===== config.mk =====
export PLATFORM = sky130hd
export DESIGN_NAME = re_slot_scheduler
export DESIGN_NICKNAME = d
export VERILOG_FILES = /design/src/rtl/pusch_re_pkg.sv /design/src/rtl/re_sym_audit.sv /design/src/rtl/re_slot_scheduler.sv
export SDC_FILE = /design/constraint.sdc
export NUM_CORES = 1
export LEC_CHECK = 0
export ABC_AREA = 1
export BUFFER_PORTS_ARGS = -buffer_cell sky130_fd_sc_hd__buf_2
export CAP_MARGIN = 20
export CORE_UTILIZATION = 57
export DETAILED_ROUTE_END_ITERATION = 16
export GPL_TIMING_DRIVEN = 0
export PLACE_DENSITY = 0.89
export SLEW_MARGIN = 15
export SYNTH_ARGS = -nofsm -noshare
export SYNTH_HDL_FRONTEND = slang
export SYNTH_SLANG_ARGS = --single-unit

===== constraint.sdc =====
create_clock -name CLK_RE -period 2.6 [get_ports CLK_RE]
set_input_delay 0.13 -clock CLK_RE [delete_from_list [all_inputs] [get_ports CLK_RE]]
set_output_delay 0.13 -clock CLK_RE [all_outputs]
set_load 0.01 [all_outputs]

===== src/rtl/pusch_re_pkg.sv =====
// Shared constants and FSM state encoding for the PUSCH RE-mapping control path.
package pusch_re_pkg;

  localparam logic [1:0] ST_IDLE  = 2'd0;
  localparam logic [1:0] ST_ISSUE = 2'd1;
  localparam logic [1:0] ST_RUN   = 2'd2;
  localparam logic [1:0] ST_DONE  = 2'd3;

  localparam int RE_TOTAL_SC   = 1200;
  localparam int RE_MAX_RB     = 100;
  localparam int SC_PER_RB     = 12;
  localparam int SYMS_PER_SLOT = 14;

endpackage


===== src/rtl/re_sym_audit.sv =====
// Per-symbol audit: saturating write counter, no-write watchdog and final count compare.
module re_sym_audit
  import pusch_re_pkg::*;
#(
  parameter int SC_W    = 11,
  parameter int TIMEOUT = 4095
) (
  input  logic            clk,
  input  logic            rst_n,
  input  logic            clr,
  input  logic            en,
  input  logic            wr,
  input  logic            sym_done,
  input  logic [SC_W-1:0] exp_cnt,
  output logic            count_err,
  output logic            timeout
);

  localparam int WD_W = $clog2(TIMEOUT + 1);

  logic [SC_W-1:0] wr_cnt;
  logic [SC_W-1:0] cnt_final;
  logic [WD_W-1:0] wdog;

  // A write in the same cycle as sym_done still belongs to this symbol.
  assign cnt_final = (wr && (wr_cnt != '1)) ? wr_cnt + SC_W'(1) : wr_cnt;
  assign count_err = en && sym_done && (cnt_final != exp_cnt);
  assign timeout   = en && !wr && (wdog == WD_W'(TIMEOUT - 1));

  always_ff @(posedge clk or negedge rst_n) begin
    if (!rst_n) begin
      wr_cnt <= '0;
      wdog   <= '0;
    end else if (clr) begin
      wr_cnt <= '0;
      wdog   <= '0;
    end else if (en) begin
      wr_cnt <= cnt_final;
      wdog   <= wr ? '0 : wdog + WD_W'(1);
    end
  end

endmodule


===== src/rtl/re_slot_scheduler.sv =====
// Slot-level sequencer for the RE mapper over one PUSCH allocation.
// state | meaning
// IDLE  | waiting for a configuration, Cfg_Ready high
// ISSUE | one cycle, start pulse for the current symbol
// RUN   | mapper writing current symbol, audited
// DONE  | one cycle, Slot_Done pulse
module re_slot_scheduler
  import pusch_re_pkg::*;
#(
  parameter int SC_W     = 11,
  parameter int RB_W     = 7,
  parameter int SYM_W    = 4,
  parameter int TOTAL_SC = RE_TOTAL_SC,
  parameter int MAX_RB   = RE_MAX_RB,
  parameter int TIMEOUT  = 4095
) (
  input  logic                     CLK_RE,
  input  logic                     RST_RE,
  input  logic                     Cfg_Valid,
  output logic                     Cfg_Ready,
  input  logic [SC_W-1:0]          Cfg_N_sc,
  input  logic [RB_W-1:0]          Cfg_N_rb,
  input  logic [SYM_W-1:0]         Cfg_Sym_Start,
  input  logic [SYM_W-1:0]         Cfg_Sym_End,
  input  logic [SYMS_PER_SLOT-1:0] Cfg_Dmrs_Map,
  input  logic                     Abort,
  input  logic                     Map_Wr_Valid,
  input  logic                     Map_Sym_Done,
  output logic                     Dmrs_Start,
  output logic                     Fft_Start,
  output logic [SYM_W-1:0]         Sym_Idx,
  output logic                     Sym_Is_Dmrs,
  output logic [SC_W-1:0]          N_sc,
  output logic [RB_W-1:0]          N_rb,
  output logic                     Busy,
  output logic                     Slot_Done,
  output logic                     Err_Cfg,
  output logic                     Err_Count,
  output logic                     Err_Timeout
);

  localparam int FIT_W = SC_W + 1;

  logic [1:0]               state, state_nx;
  logic [SYM_W-1:0]         sym_nx, sym_inc, sym_end;
  logic                     dmrs_nx;
  logic [SYMS_PER_SLOT-1:0] dmrs_map;
  logic                     accept, cfg_ok, latch_cfg;
  logic                     err_cfg_nx, err_cnt_nx, err_to_nx;
  logic [FIT_W-1:0]         fit_sum;
  logic [SC_W-1:0]          exp_cnt;
  logic                     count_err, timeout;

  assign Cfg_Ready = (state == ST_IDLE);
  assign accept    = Cfg_Valid && Cfg_Ready;

  // Fit sum is one bit wider than the subcarrier field so it cannot wrap.
  assign fit_sum = FIT_W'(Cfg_N_sc) + FIT_W'(Cfg_N_rb) * FIT_W'(SC_PER_RB);
  assign cfg_ok  = (Cfg_N_rb != '0) && (Cfg_N_rb <= RB_W'(MAX_RB)) &&
                   (Cfg_Sym_Start <= Cfg_Sym_End) &&
                   (Cfg_Sym_End <= SYM_W'(SYMS_PER_SLOT - 1)) &&
                   (fit_sum <= FIT_W'(TOTAL_SC));

  assign exp_cnt = SC_W'(N_rb) * SC_W'(SC_PER_RB);
  assign sym_inc = Sym_Idx + SYM_W'(1);

  always_comb begin
    state_nx   = state;
    sym_nx     = Sym_Idx;
    dmrs_nx    = Sym_Is_Dmrs;
    latch_cfg  = 1'b0;
    err_cfg_nx = 1'b0;
    err_cnt_nx = 1'b0;
    err_to_nx  = 1'b0;
    case (state)
      ST_IDLE: begin
        if (accept && cfg_ok) begin
          state_nx  = ST_ISSUE;
          sym_nx    = Cfg_Sym_Start;
          dmrs_nx   = Cfg_Dmrs_Map[Cfg_Sym_Start];
          latch_cfg = 1'b1;
        end else if (accept) begin
          err_cfg_nx = 1'b1;
        end
      end
      ST_ISSUE: state_nx = ST_RUN;
      ST_RUN: begin
        if (Map_Sym_Done) begin
          err_cnt_nx = count_err;
          if (Sym_Idx == sym_end) begin
            state_nx = ST_DONE;
          end else begin
            state_nx = ST_ISSUE;
            sym_nx   = sym_inc;
            dmrs_nx  = dmrs_map[sym_inc];
          end
        end else if (timeout) begin
          state_nx  = ST_IDLE;
          err_to_nx = 1'b1;
        end
      end
      ST_DONE: state_nx = ST_IDLE;
      default: state_nx = ST_IDLE;
    endcase
    // Abort outranks symbol completion and the watchdog, and suppresses their pulses.
    if (Abort && (state != ST_IDLE)) begin
      state_nx   = ST_IDLE;
      sym_nx     = Sym_Idx;
      dmrs_nx    = Sym_Is_Dmrs;
      err_cnt_nx = 1'b0;
      err_to_nx  = 1'b0;
    end
  end

  always_ff @(posedge CLK_RE or negedge RST_RE) begin
    if (!RST_RE) begin
      state       <= ST_IDLE;
      Sym_Idx     <= '0;
      Sym_Is_Dmrs <= 1'b0;
      N_sc        <= '0;
      N_rb        <= '0;
      sym_end     <= '0;
      dmrs_map    <= '0;
      Busy        <= 1'b0;
      Dmrs_Start  <= 1'b0;
      Fft_Start   <= 1'b0;
      Slot_Done   <= 1'b0;
      Err_Cfg     <= 1'b0;
      Err_Count   <= 1'b0;
      Err_Timeout <= 1'b0;
    end else begin
      state       <= state_nx;
      Sym_Idx     <= sym_nx;
      Sym_Is_Dmrs <= dmrs_nx;
      Busy        <= (state_nx != ST_IDLE);
      Dmrs_Start  <= (state_nx == ST_ISSUE) && dmrs_nx;
      Fft_Start   <= (state_nx == ST_ISSUE) && !dmrs_nx;
      Slot_Done   <= (state_nx == ST_DONE);
      Err_Cfg     <= err_cfg_nx;
      Err_Count   <= err_cnt_nx;
      Err_Timeout <= err_to_nx;
      if (latch_cfg) begin
        N_sc     <= Cfg_N_sc;
        N_rb     <= Cfg_N_rb;
        sym_end  <= Cfg_Sym_End;
        dmrs_map <= Cfg_Dmrs_Map;
      end
    end
  end

  re_sym_audit #(
    .SC_W    (SC_W),
    .TIMEOUT (TIMEOUT)
  ) u_audit (
    .clk       (CLK_RE),
    .rst_n     (RST_RE),
    .clr       (state == ST_ISSUE),
    .en        (state == ST_RUN),
    .wr        (Map_Wr_Valid),
    .sym_done  (Map_Sym_Done),
    .exp_cnt   (exp_cnt),
    .count_err (count_err),
    .timeout   (timeout)
  );

endmodule


# --- Yosys cells after proc, flatten, opt, wreduce, memory -nomap -nowiden ---
# Index checks and enable logic that the tools add are counted.
word_totals:
  in_bits: 46
  word_cells: 101
  ff_bits: 73
classes:
  n_reduce_logical: 23
  n_mux: 37
  n_eq_ne: 12
  multipliers: 2
  magnitude_cmp: 6
  n_addsub: 4
  n_bitwise: 1
ops:
  columns: ["cell", "n"]
  rows:
  - ["$mux W12", 3]
  - ["$mux W11", 3]
  - ["$mul A7 B2 Y9 const B", 2]
  - ["$mux W1", 18]
  - ["$logic_and A1 B1 Y1", 14]
  - ["$add A11 B11 Y12", 1]
  - ["$add A12 B1 Y12 const B", 1]
  - ["$eq A12 B12 Y1 const B", 1]
  - ["$le A12 B11 Y1 const B", 1]
  - ["$mux W4", 3]
  - ["$add A11 B1 Y11 const B", 1]
  - ["$ne A11 B11 Y1", 1]
  - ["$ne A11 B11 Y1 const B", 1]
  - ["$lt A4 B5 Y1 const B", 2]
  - ["$mux W2", 5]
  - ["$bmux W1 S4", 2]
  - ["$pmux W2 S4", 1]
  - ["$pmux W4 S2", 1]
  - ["$reduce_bool A2 Y1", 4]
  - ["$le A7 B7 Y1 const B", 1]
  - ["$reduce_bool A7 Y1", 1]
  - ["$eq A2 B2 Y1 const B", 3]
  - ["$reduce_and A5 Y1", 1]
  - ["$add A4 B1 Y4 const B", 1]
  - ["other kinds (10)", 13]

# --- Logic depth before layout (Yosys ltp) ---
# Gate-level depths: netlist (run 1).
depth:
  depth_word: 11
  depth_mapped: 24

# --- Cells and area by module ---
# Synthesis (run 1) repeated with hierarchy kept, for this count alone.
hier_totals:
  hier_cells: 731
  hier_area_um2: 5205.0
modules_own_cells:
  columns: ["mod", "n_inst", "area_each_um2", "cells_per_inst"]
  rows:
  - ["re_slot_scheduler", 1, 3542.1, 479]
  - ["re_sym_audit", 1, 1662.8, 252]

# --- Worst setup path before layout (run 1) ---
# Ideal clock, no wire load.
synth_path:
  path_kind: "input port to flip-flop"
  from: "input port Cfg_N_rb[0]"
  to: "register N_sc[10]"
  n_path_buf: 2
  setup_ns: 0.116
  t_arrival_ns: 2.569
  slack_ns: -0.086
  cell_stages: 19
  path_cell_list: "ha_1 fa_1 nand3_1 nand2_1 nand2_1 nand2_1 a21oi_1 xor2_1 ha_1 a21oi_1 o21a_1 nand2_1 xor2_1 nand2_2 nand3_4 buf_6 buf_6 nand2_1 nand2_1"
synth_between:
  elab_chain_cells: 8
  word_cells_on_any_way: 12
  classes_between: "add/sub: 1; mul: 1; order compare: 2; mux: 2; reduce/logical: 6"
synth_rtl:
  columns: ["item", "line", "rtl"]
  rows:
  - ["start: declaration", "re_slot_scheduler.sv:22", "input logic [RB_W-1:0] Cfg_N_rb,"]
  - ["branches (longest 4 deep; another with $add A11 B11 Y12)", null, null]
  - ["$logic_and A1 B1 Y1 *", "re_slot_scheduler.sv:61", "(Cfg_Sym_End <= SYM_W'(SYMS_PER_SLOT - 1)) &&"]
  - ["$logic_and A1 B1 Y1 *", "re_slot_scheduler.sv:77", "if (accept && cfg_ok) begin"]
  - ["$mux W1 *", "re_slot_scheduler.sv:77", null]
  - ["$mux W1 *", "re_slot_scheduler.sv:75", "case (state)"]
  - ["end signal: assignment", "re_slot_scheduler.sv:143", "N_sc <= Cfg_N_sc;"]
  - ["end: declaration", "re_slot_scheduler.sv:33", "output logic [SC_W-1:0] N_sc,"]
# Mark *: on every way between the ends.
# A chain may end at the register's enable or synchronous reset.

# --- Worst setup path in the final report (run 1) ---
layout_path:
  from: "input port Cfg_N_rb[3]"
  to: "register N_sc[9]"
# Same word-level chain as after synthesis.

==> flow_metrics.py, run 1 <==
metrics = {
    "critical_path": {
        "start_kind": "input pin",
        "required_ns": 2.86,
        "regToRegStartpoint": "N_rb[0]",
        "path_class": "in2reg",
        "cp_top_family": "simple AND/OR/NAND/NOR gates",
        "path_buf_inv": 5,
        "rr_endpoint": "Err_Count",
        "worstPathArrival_ns": 3.06,
        "cp-end-kind": "flop",
        "reg2reg_depth": 11,
        "path_cells": "buf_8 -> clkinvlp_4 -> buf_4 -> ha_4 -> a21oi_4 -> nand2_1 -> nand2_1 -> nand2_1 -> a21oi_2 -> xor2_1 -> ha_1 -> a21oi_1 -> nand3_1 -> a21oi_1 -> and3_2 -> nand3_4 -> buf_6 -> buf_8 -> nand2_1 -> nand2_1",
        "critPathMaxStageDelay_ns": 0.30,
        "cp_common_cell": "nand2_1",
        "cp_max_fo": 10,
        "ff2ff_setup_slack_ns": 0.25,
        "crit_slowest_cell": "and3_2",
    },
    "floorplan": {
        "die_area_um2": 9340,
        "ioPinCount": 77,
        "start_util": 0.588,
        "num_rows": 34,
        "core_um2": 8680,
        "die_h_um": 96.6,
        "dieWidth_um": 96.6,
    },
    "drt": {
        "drcViolationCount": 0,
        "drt_iter0_drc": 413,
        "via_per_inst": 5.70,
        "first_pass_iters": 8,
        "ant_nets": 0,
        "via_count": 5325,
        "wl_per_cell_um": 15.7,
        "wirelength_um": 14700,
    },
    "logic_synthesis": {
        "syn-cell-area_um2": 5100,
        "synthTopCellsByCount": "nand2_1 (224), inv_1 (95), dfrtp_1 (73), nor2_1 (43), ha_1 (42)",
        "yosys.area.top_type": "dfrtp_1",
        "synth_warnings": 0,
        "synthArstFlopShare": 1.00,
        "synth_edf_count": 0,
        "ys_seq_area_frac": 0.358,
        "synth.avg_cell_area_um2": 7.28,
        "synth_cells": 701,
        "syn_nets": 792,
        "yosys.cell_count.top_type": "nand2_1",
        "synth_area_leaders": "dfrtp_1 (36%), nand2_1 (16%), ha_1 (10%), inv_1 (7.0%), o21ai_0 (4.0%)",
        "synthFlopType": "dfrtp_1",
        "synth_seq_cells": 73,
        "ys_types": 39,
        "synth_top_area_frac": 0.358,
    },
    "sta": {
        "period_share": 1.08,
        "period_needed_ns": 2.80,
        "slew_violations": 0,
        "finalHoldViolCount": 1,
        "finalSetupViolations": 46,
        "holdWs_ns": -0.000193,
        "postLayoutSetupSlackWorst_ns": -0.203,
        "max_slew_margin": 0.654,
        "rsz0062_at_grt": "true",
        "fin_skew_ns": 0.0103,
        "tns_ns": -4.92,
        "tightest_slew_ns": 0.514,
        "fmax_ghz": 0.357,
    },
    "grt": {
        "use_met1": 0.343,
        "overflow": 0,
        "grt_max_degree": 60,
        "antenna_found_initial": 0,
        "top_usage_layer": "met2",
        "met3_usage": 0.0614,
        "grt_usage": 0.302,
        "grtUsageMet2": 0.540,
        "grt_pass1_wl_um": 23100,
        "grt_pass1_vias": 5284,
    },
    "flow_run": {
        "drv_cap": 0,
    },
    "power_and_ir_drop": {
        "p_sw_w": 0.00307,
        "p_comb_frac": 0.551,
        "power_w": 0.00658,
        "power_density_nw_per_um2": 1030,
        "p_leak_nw": 3.41,
        "ir_drop_uv": 529,
        "p_seq_frac": 0.300,
        "clkPwrFrac": 0.149,
        "internal_power_w": 0.00351,
        "switching_share": 0.467,
    },
    "placement": {
        "place_hpwl_um": 9560,
        "gp_congestion": 0.873,
        "port_buffers": 75,
        "dp.cells": 885,
    },
    "worst_hold_path": {
        "hold_class": "in2reg",
        "hold_start": "Cfg_N_sc[4]",
        "hold_depth": 3,
        "hold_end": "N_sc[4]",
    },
    "layout": {
        "layout-drive-gt1-share": 0.186,
        "antennaDiodeCount": 0,
        "nNetsFinal": 913,
        "final_cells": 935,
        "synthToLayoutAreaGrowth_pct": 25.5,
    },
    "outcome": {
        "violations": "negative hold slack, negative setup slack",
        "run_status": "finished with violations",
    },
    "clocking": {
        "clk_latency_ns": 0.37,
        "htree_levels": 3,
        "cts.sinks": 73,
        "cts_tree": "yes",
        "cts-buffers-inserted": 9,
        "root_buffer": "clkbuf_8",
        "cts.clk_slew.worst_paths_ns": 0.09,
        "clock_path_buffers": 2,
    },
}
[power by group through the flow]
stage	combinational [W]	sequential (W)	clock, W
finish	0.00363	0.00198	0.000980
global placement	0.00305	0.00195	0
floorplan	0.00227	0.00198	0
detailed placement	0.00321	0.00196	0
CTS	0.00333	0.00195	0.000972
global route	0.00406	0.00203	0.00103
[metrics by stage]
| step | hold slack [ns] | utilization | worst slack (ns) | area (µm²) |
|---|---|---|---|---|
| after floorplan | -0.166 | - | -0.0212 | 5150 |
| after CTS | 0.00222 | 0.713 | -0.0118 | 6190 |
| after detailed placement | 0.00807 | 0.656 | -0.567 | 5690 |
| after global routing | 0.00510 | 0.738 | -0.261 | 6400 |
| final | -0.000193 | 0.738 | -0.203 | 6400 |
| after global placement | 0.342 | 0.652 | -0.446 | 5660 |
[metal layers]
metal	vias up	wire length, µm
li1	2499	-
met1	2502	5600
met2	276	7580
met3	48	1080
met4	0	463
met5	-	0
[area by class of cell]
type	count	area (µm²)
sequential	73	1830
multi-input combinational	515	2950
inverter	99	380
clock buffer	11	151
timing repair buffer	109	774
fill	638	2270
tap	108	135
buffer	15	128
clock inverter	5	61.3
[worst reg2reg max path, cell delays in order, from the launching register on]
cell     delay (ns)
dfrtp_1        0.44
ha_1           0.27
fa_1           0.45
nand4_1        0.15
nand3_1        0.13
xnor2_1        0.25
and2_1         0.17
o21ai_1        0.06
nor2_1         0.12
nand2_1        0.10
nand2_1        0.07
nor2_1         0.05
[sequential cells by signal, indices dropped and copies added, names as in the netlist, 2 cells and up]
register	flops
u_audit.wdog	12
state	2
u_audit.wr_cnt	11
dmrs_map	14
sym_end	4
N_rb	7
N_sc	11
Sym_Idx	4
[cells by family (layout without fill, tap and decap cells)]
logic type,count (synthesis),in the layout,share of synthesized area
adder cells (fa/ha/maj),45,45,0.115
buffers and inverters,114,239,0.0924
AO/OA/AOI/OAI,105,105,0.112
AND/OR/NAND/NOR,340,341,0.282
flip-flops,73,73,0.358
XOR/XNOR,24,24,0.0412
[worst max path at each step]
stage	from	to	slack [ns]	depth (start not counted)
floorplan	Cfg_N_rb[3]	N_sc[10]	-0.02	22
global placement	Cfg_N_rb[3]	dmrs_map[13]	-0.45	23
detailed placement	Cfg_N_rb[3]	N_sc[2]	-0.57	23
CTS	Cfg_N_rb[3]	N_sc[2]	-0.01	23
global route	Cfg_N_rb[3]	dmrs_map[13]	-0.26	22
finish	Cfg_N_rb[3]	N_sc[9]	-0.20	20
[cells in the final DEF, fill, tap and decap left out, types with 5 or more instances in the layout]
cell             n
a21oi_1         28
buf_2           72
buf_4           17
buf_6            8
clkbuf_8        11
dfrtp_1         73
dlygate4sd3_1   15
ha_1            38
inv_1           93
nand2_1        220
nand2_2          5
nand3_1         35
nand3b_1         7
nand4_1         13
nor2_1          43
o211ai_1         6
o21ai_0         34
o21ai_1         14
o22ai_1         11
xnor2_1          8
xor2_1          15
[what timing repair did]
action | in CTS | in global routing
setup buffers | 8 | 5
gates resized for setup | 18 | 34
pin swaps | 9 | 10
endpoints found under the setup margin | 46 | 47
endpoints found under the hold margin | 87 | 0
hold buffers | 15 | 0
cloned | 1 | 5
Note: power is estimated with default switching activity, not from simulation.
==> inputs of run 2 (changes only) <==
Settings changed: CORE_UTILIZATION 57 to 52, PLACE_DENSITY 0.89 to 0.86.
Clock period 2.6 ns to 2.3 ns, I/O delays scaled along.
==> flow_metrics.py, run 2 (same netlist as run 1, synthesis figures left out) <==
metrics = {
    "worst_hold_path": {
        "hold_class": "in2reg",
    },
    "grt": {
        "antenna_found_initial": 0,
        "grt_pass1_wl_um": 22900,
        "grt_max_degree": 58,
        "grt_pass1_vias": 5008,
        "overflow": 0,
        "grt_usage": 0.287,
    },
    "floorplan": {
        "die_h_um": 101,
        "num_rows": 35,
        "dieWidth_um": 101,
        "ioPinCount": 77,
        "die_area_um2": 10200,
        "start_util": 0.545,
        "core_um2": 9370,
    },
    "critical_path": {
        "ff2ff_setup_slack_ns": 0.11,
        "start_kind": "input pin",
        "startpoint": "Cfg_N_rb[1]",
        "regToRegStartpoint": "state[0]",
        "reg2reg_depth": 13,
        "path_class": "in2reg",
        "cp-end-kind": "flop",
        "cp_max_fo": 9,
        "rr_endpoint": "Fft_Start",
        "worstPathArrival_ns": 3.00,
        "required_ns": 2.57,
        "critPathCapture": "dmrs_map[11]",
    },
    "clocking": {
        "cts-buffers-inserted": 9,
        "clk_latency_ns": 0.35,
        "cts_tree": "yes",
        "cts.sinks": 73,
        "clock_path_buffers": 2,
        "cts.clk_slew.worst_paths_ns": 0.08,
        "root_buffer": "clkbuf_8",
        "htree_levels": 3,
    },
    "sta": {
        "postLayoutSetupSlackWorst_ns": -0.424,
        "period_share": 1.18,
        "finalHoldViolCount": 0,
        "slew_violations": 0,
        "tightest_slew_ns": 0.564,
        "tns_ns": -17.19,
        "period_needed_ns": 2.72,
        "fmax_ghz": 0.367,
        "max_slew_margin": 0.620,
        "fin_skew_ns": 0.00861,
        "rsz0062_at_grt": "true",
        "finalSetupViolations": 48,
        "holdWs_ns": 0.0111,
    },
    "placement": {
        "preCtsSetupSlack_ns": -0.810,
        "place_hpwl_um": 8900,
        "port_buffers": 75,
        "dpl_cell_area_um2": 5730,
        "gp_congestion": 0.876,
    },
    "layout": {
        "largest_register_ffs": 14,
        "antennaDiodeCount": 0,
        "top_regs": "dmrs_map: 14 flops, u_audit.wdog: 12 flops",
        "nNetsFinal": 922,
        "regMostFlops": "dmrs_map",
        "final_cell_mix": "nand2_1 (205), inv_1 (89), buf_2 (73), dfrtp_1 (70), nor2_1 (40)",
        "seq_area_um2": 1830,
        "layout_commonest_cell": "nand2_1",
        "layout-drive-gt1-share": 0.228,
        "fillers": 710,
        "final_cell_area_um2": 6640,
        "multiInputGateArea_um2": 3020,
        "synthToLayoutAreaGrowth_pct": 30.1,
    },
    "drt": {
        "via_per_inst": 5.44,
        "via_count": 5250,
        "wirelength_um": 14400,
        "drt_iter0_drc": 262,
        "ant_nets": 0,
        "wl_per_cell_um": 15.0,
        "first_pass_iters": 5,
        "drcViolationCount": 0,
    },
    "power_and_ir_drop": {
        "power_density_nw_per_um2": 1160,
        "power_w": 0.00773,
        "p_leak_nw": 3.48,
        "ir_drop_uv": 641,
    },
    "flow_run": {
        "drv_cap": 0,
    },
    "outcome": {
        "violations": "negative setup slack",
        "run_status": "finished with violations",
    },
}
## run 2: final cells by class
cell class,count,share of cell area
buffer,14,0.0198
clock buffer,10,0.0192
clock inverter,6,0.0173
inverter,99,0.0580
multi-input combinational,514,0.454
sequential,73,0.276
tap,129,0.0243
timing repair buffer,120,0.132
## run 2: critical path, cell delays in order
cell	delay (ns)
buf_8	0.10
buf_4	0.15
fa_2	0.41
nand3_2	0.10
nand2_1	0.06
nand2_2	0.08
nand2_1	0.07
a21oi_2	0.16
xor2_1	0.21
ha_1	0.29
buf_4	0.15
buf_4	0.12
nand3_1	0.07
and3_1	0.25
nand3_4	0.11
buf_6	0.16
inv_8	0.10
buf_6	0.13
nand2_1	0.06
o21ai_1	0.09
## run 2: through the flow
step | cells | util
after global routing | 965 | 0.709
after CTS | 958 | 0.687
after global placement | 905 | 0.608
after floorplan | 701 | -
after detailed placement | 906 | 0.611
final | 965 | 0.709
## run 2: layer usage
metal / wire length, µm / global-route usage / part of all wire / vias up
met2: 7140 / 0.509 / 0.49 / 244
met1: 5760 / 0.348 / 0.40 / 2431
li1: - / - / - / 2514
met3: 1030 / 0.0472 / 0.071 / 61
met5: 0 / 0 / 0 / -
met4: 512 / 0.107 / 0.035 / 0
## run 2: worst min path at each step
stage	startpoint	cells past startpoint	slack [ns]	to
floorplan	RST_RE	0	-0.18	Busy
global placement	Cfg_N_sc[0]	3	0.33	N_sc[0]
detailed placement	RST_RE	1	0.008	u_audit.wr_cnt[3]
CTS	Cfg_Dmrs_Map[8]	3	0.002	dmrs_map[8]
global route	Cfg_N_sc[4]	3	0.01	N_sc[4]
finish	Cfg_N_sc[4]	3	0.01	N_sc[4]
## run 2: timing repair
| action | 4_1_cts | 5_1_grt |
|---|---|---|
| gates cloned | 4 | 1 |
| setup buffers | 11 | 7 |
| endpoints found under the setup margin | 48 | 51 |
| gates resized for setup | 44 | 47 |
| pin swaps | 19 | 24 |
| hold buffers | 21 | 0 |
| hold endpoints to repair | 93 | 0 |
## run 2: power breakdown
group          internal (W)  switching, W  leakage (nW)
logic               0.00171       0.00256          2.43
registers           0.00180      0.000420         0.935
clock network      0.000727      0.000507         0.117
==> inputs of run 3 (changes only) <==
Settings changed: ABC_AREA 1 to not set, PLACE_DENSITY 0.86 to 0.87.
==> flow_metrics.py, run 3 <==
metrics = {
    "critical_path": {
        "required_ns": 2.55,
        "path_cells": "buf_12 -> buf_4 -> ha_1 -> a21o_1 -> a21oi_2 -> buf_4 -> xnor2_1 -> ha_1 -> buf_2 -> a21o_1 -> a211oi_1 -> a21oi_1 -> mux2i_1 -> nand4b_1 -> nand2_4 -> buf_12 -> buf_16 -> mux2_4",
        "worstPathArrival_ns": 3.82,
        "path_class": "in2reg",
        "cp_max_fo": 7,
        "cp-end-kind": "flop",
        "crit_slowest_cell": "mux2i_1",
        "start_kind": "input pin",
        "critPathMaxStageDelay_ns": 0.40,
    },
    "drt": {
        "drt_iter0_drc": 243,
        "ant_nets": 0,
        "via_per_inst": 5.98,
        "drcViolationCount": 0,
        "wirelength_um": 14400,
        "first_pass_iters": 6,
        "wl_per_cell_um": 18.8,
        "via_count": 4571,
    },
    "logic_synthesis": {
        "synth_area_leaders": "dfrtp_1 (36%), ha_1 (10%), mux2_2 (9.3%), xnor2_1 (4.5%), nor2_1 (2.9%)",
        "yosys.area.top_type": "dfrtp_1",
        "ys_seq_area_frac": 0.358,
        "synth.avg_cell_area_um2": 10.1,
        "synthTopCellsByCount": "dfrtp_1 (73), ha_1 (42), mux2_2 (42), nor2_1 (40), inv_1 (34)",
        "synth_seq_cells": 73,
        "synth_cells": 506,
        "synthFlopType": "dfrtp_1",
        "synth_warnings": 0,
        "synth_edf_count": 0,
        "syn_nets": 597,
        "synthArstFlopShare": 1.00,
        "ys_types": 63,
        "syn-cell-area_um2": 5100,
        "yosys.cell_count.top_type": "dfrtp_1",
        "synth_top_area_frac": 0.358,
    },
    "clocking": {
        "cts.sinks": 73,
        "htree_levels": 3,
        "cts.clk_slew.worst_paths_ns": 0.09,
        "clock_path_buffers": 2,
        "clk_latency_ns": 0.36,
        "cts_tree": "yes",
        "root_buffer": "clkbuf_8",
        "cts-buffers-inserted": 9,
    },
    "layout": {
        "synthToLayoutAreaGrowth_pct": 27.4,
        "regMostFlops": "dmrs_map",
        "layout-drive-gt1-share": 0.358,
        "final_cell_mix": "buf_2 (73), dfrtp_1 (71), nor2_1 (40), ha_1 (39), inv_1 (32)",
        "layout_commonest_cell": "buf_2",
        "multiInputGateArea_um2": 3290,
        "top_regs": "dmrs_map: 14 flops, u_audit.wdog: 12 flops",
        "largest_register_ffs": 14,
        "nNetsFinal": 722,
        "antennaDiodeCount": 0,
        "fillers": 627,
        "seq_area_um2": 1830,
    },
    "sta": {
        "slew_violations": 0,
        "postLayoutSetupSlackWorst_ns": -1.27,
        "finalSetupViolations": 49,
        "fin_skew_ns": 0.00605,
        "max_slew_margin": 0.532,
        "finalHoldViolCount": 0,
        "fmax_ghz": 0.280,
        "rsz0062_at_grt": "true",
        "period_share": 1.55,
        "period_needed_ns": 3.57,
        "tightest_slew_ns": 0.700,
        "holdWs_ns": 0.00696,
    },
    "power_and_ir_drop": {
        "power_density_nw_per_um2": 1250,
        "ir_drop_uv": 719,
        "p_leak_nw": 3.05,
        "power_w": 0.00812,
    },
    "placement": {
        "place_hpwl_um": 9090,
        "port_buffers": 75,
        "gp_congestion": 0.871,
    },
    "flow_run": {
        "drv_cap": 0,
    },
    "grt": {
        "antenna_found_initial": 0,
        "grt_max_degree": 39,
        "grt_pass1_wl_um": 22500,
        "overflow": 0,
        "grt_usage": 0.286,
        "grt_pass1_vias": 4764,
    },
    "floorplan": {
        "dieWidth_um": 101,
        "ioPinCount": 77,
        "start_util": 0.544,
        "num_rows": 35,
        "die_h_um": 101,
        "die_area_um2": 10200,
        "core_um2": 9370,
    },
    "worst_hold_path": {
        "hold_class": "in2reg",
    },
    "outcome": {
        "run_status": "finished with violations",
        "violations": "negative setup slack",
    },
}
## run 3: changes by cell type after synthesis, sizes merged, moves of 19 or more
| cell | previous run | this run |
|---|---|---|
| nand3 | 39 | 13 |
| o21ai | 50 | 10 |
| nand2 | 227 | 32 |
| inv | 98 | 34 |
| xnor2 | 8 | 27 |
| mux2 | 0 | 42 |
## run 3: path summary, 6_finish.rpt
| kind | startpoint | to | slack, ns | depth (start not counted) |
|---|---|---|---|---|
| max in group asynchronous | RST_RE | N_rb[0] | 1.47 | 3 |
| setup reg to reg | Sym_Idx[1] | Dmrs_Start | -0.33 | 8 |
| setup / recovery | Cfg_N_rb[1] | N_rb[1] | -1.27 | 18 |
| hold reg to reg | dmrs_map[4] | dmrs_map[4] | 0.51 | 1 |
| min in group asynchronous | RST_RE | Slot_Done | 0.25 | 2 |
| hold / removal | Cfg_Dmrs_Map[6] | dmrs_map[6] | 0.007 | 2 |
## run 3: what timing repair did
action / 4_1_cts / 5_1_grt
hold endpoints to repair: 41 / 2
pin swaps: 25 / 19
setup endpoints to repair: 50 / 59
cloned: 1 / 0
setup buffers: 28 / 3
hold buffers: 7 / 2
resized for setup: 37 / 18
## run 3: logic make-up after synthesis
logic type | synth area share
AND/OR/NAND/NOR | 0.155
AO/OA/AOI/OAI | 0.124
flip-flops | 0.358
buffers and inverters | 0.0434
multiplexers | 0.131
adder cells (fa/ha/maj) | 0.115
XOR/XNOR | 0.0736
## run 3: power by group
part / total, W / internal, W / switching [W]
combinational: 0.00494 / 0.00244 / 0.00250
sequential: 0.00224 / 0.00179 / 0.000459
clock: 0.000940 / 0.000398 / 0.000542
total: 0.00812 / 0.00462 / 0.00350
## run 3: layout make-up
class,count,share of cell area
timing repair buffer,116,0.121
clock inverter,7,0.00847
buffer,18,0.0204
multi-input combinational,379,0.506
sequential,73,0.281
inverter,34,0.0196
tap,129,0.0248
clock buffer,9,0.0190
## run 3: layer usage
layer | vias to the layer above | GRT usage | wire length [µm]
met2 | 233 | 0.495 | 7360
li1 | 2058 | - | -
met1 | 2199 | 0.319 | 5310
met4 | 0 | 0.172 | 710
met3 | 81 | 0.0680 | 995
met5 | - | 0 | 0
## run 3: worst max-delay path, delay by kind of cell
kind	cells	cell delay, ns
adder cells (fa/ha/maj)	2	0.56
multiplexers	2	0.69
buffers and inverters	6	0.78
AND/OR/NAND/NOR	2	0.53
AO/OA/AOI/OAI	5	0.97
XOR/XNOR	1	0.16
## run 3: stage by stage
| step | instance area, µm² | setup TNS (ns) | util | instances | setup WS (ns) |
|---|---|---|---|---|---|
| detailed placement | 5760 | -65.25 | 0.614 | 711 | -1.43 |
| CTS | 6390 | -42.44 | 0.682 | 760 | -0.971 |
| finish | 6500 | -57.12 | 0.694 | 765 | -1.27 |
| global route | 6500 | -60.86 | 0.694 | 765 | -1.34 |
| global placement | 5740 | -60.62 | 0.612 | 710 | -1.32 |
| floorplan | 5200 | -38.27 | - | 506 | -0.857 |
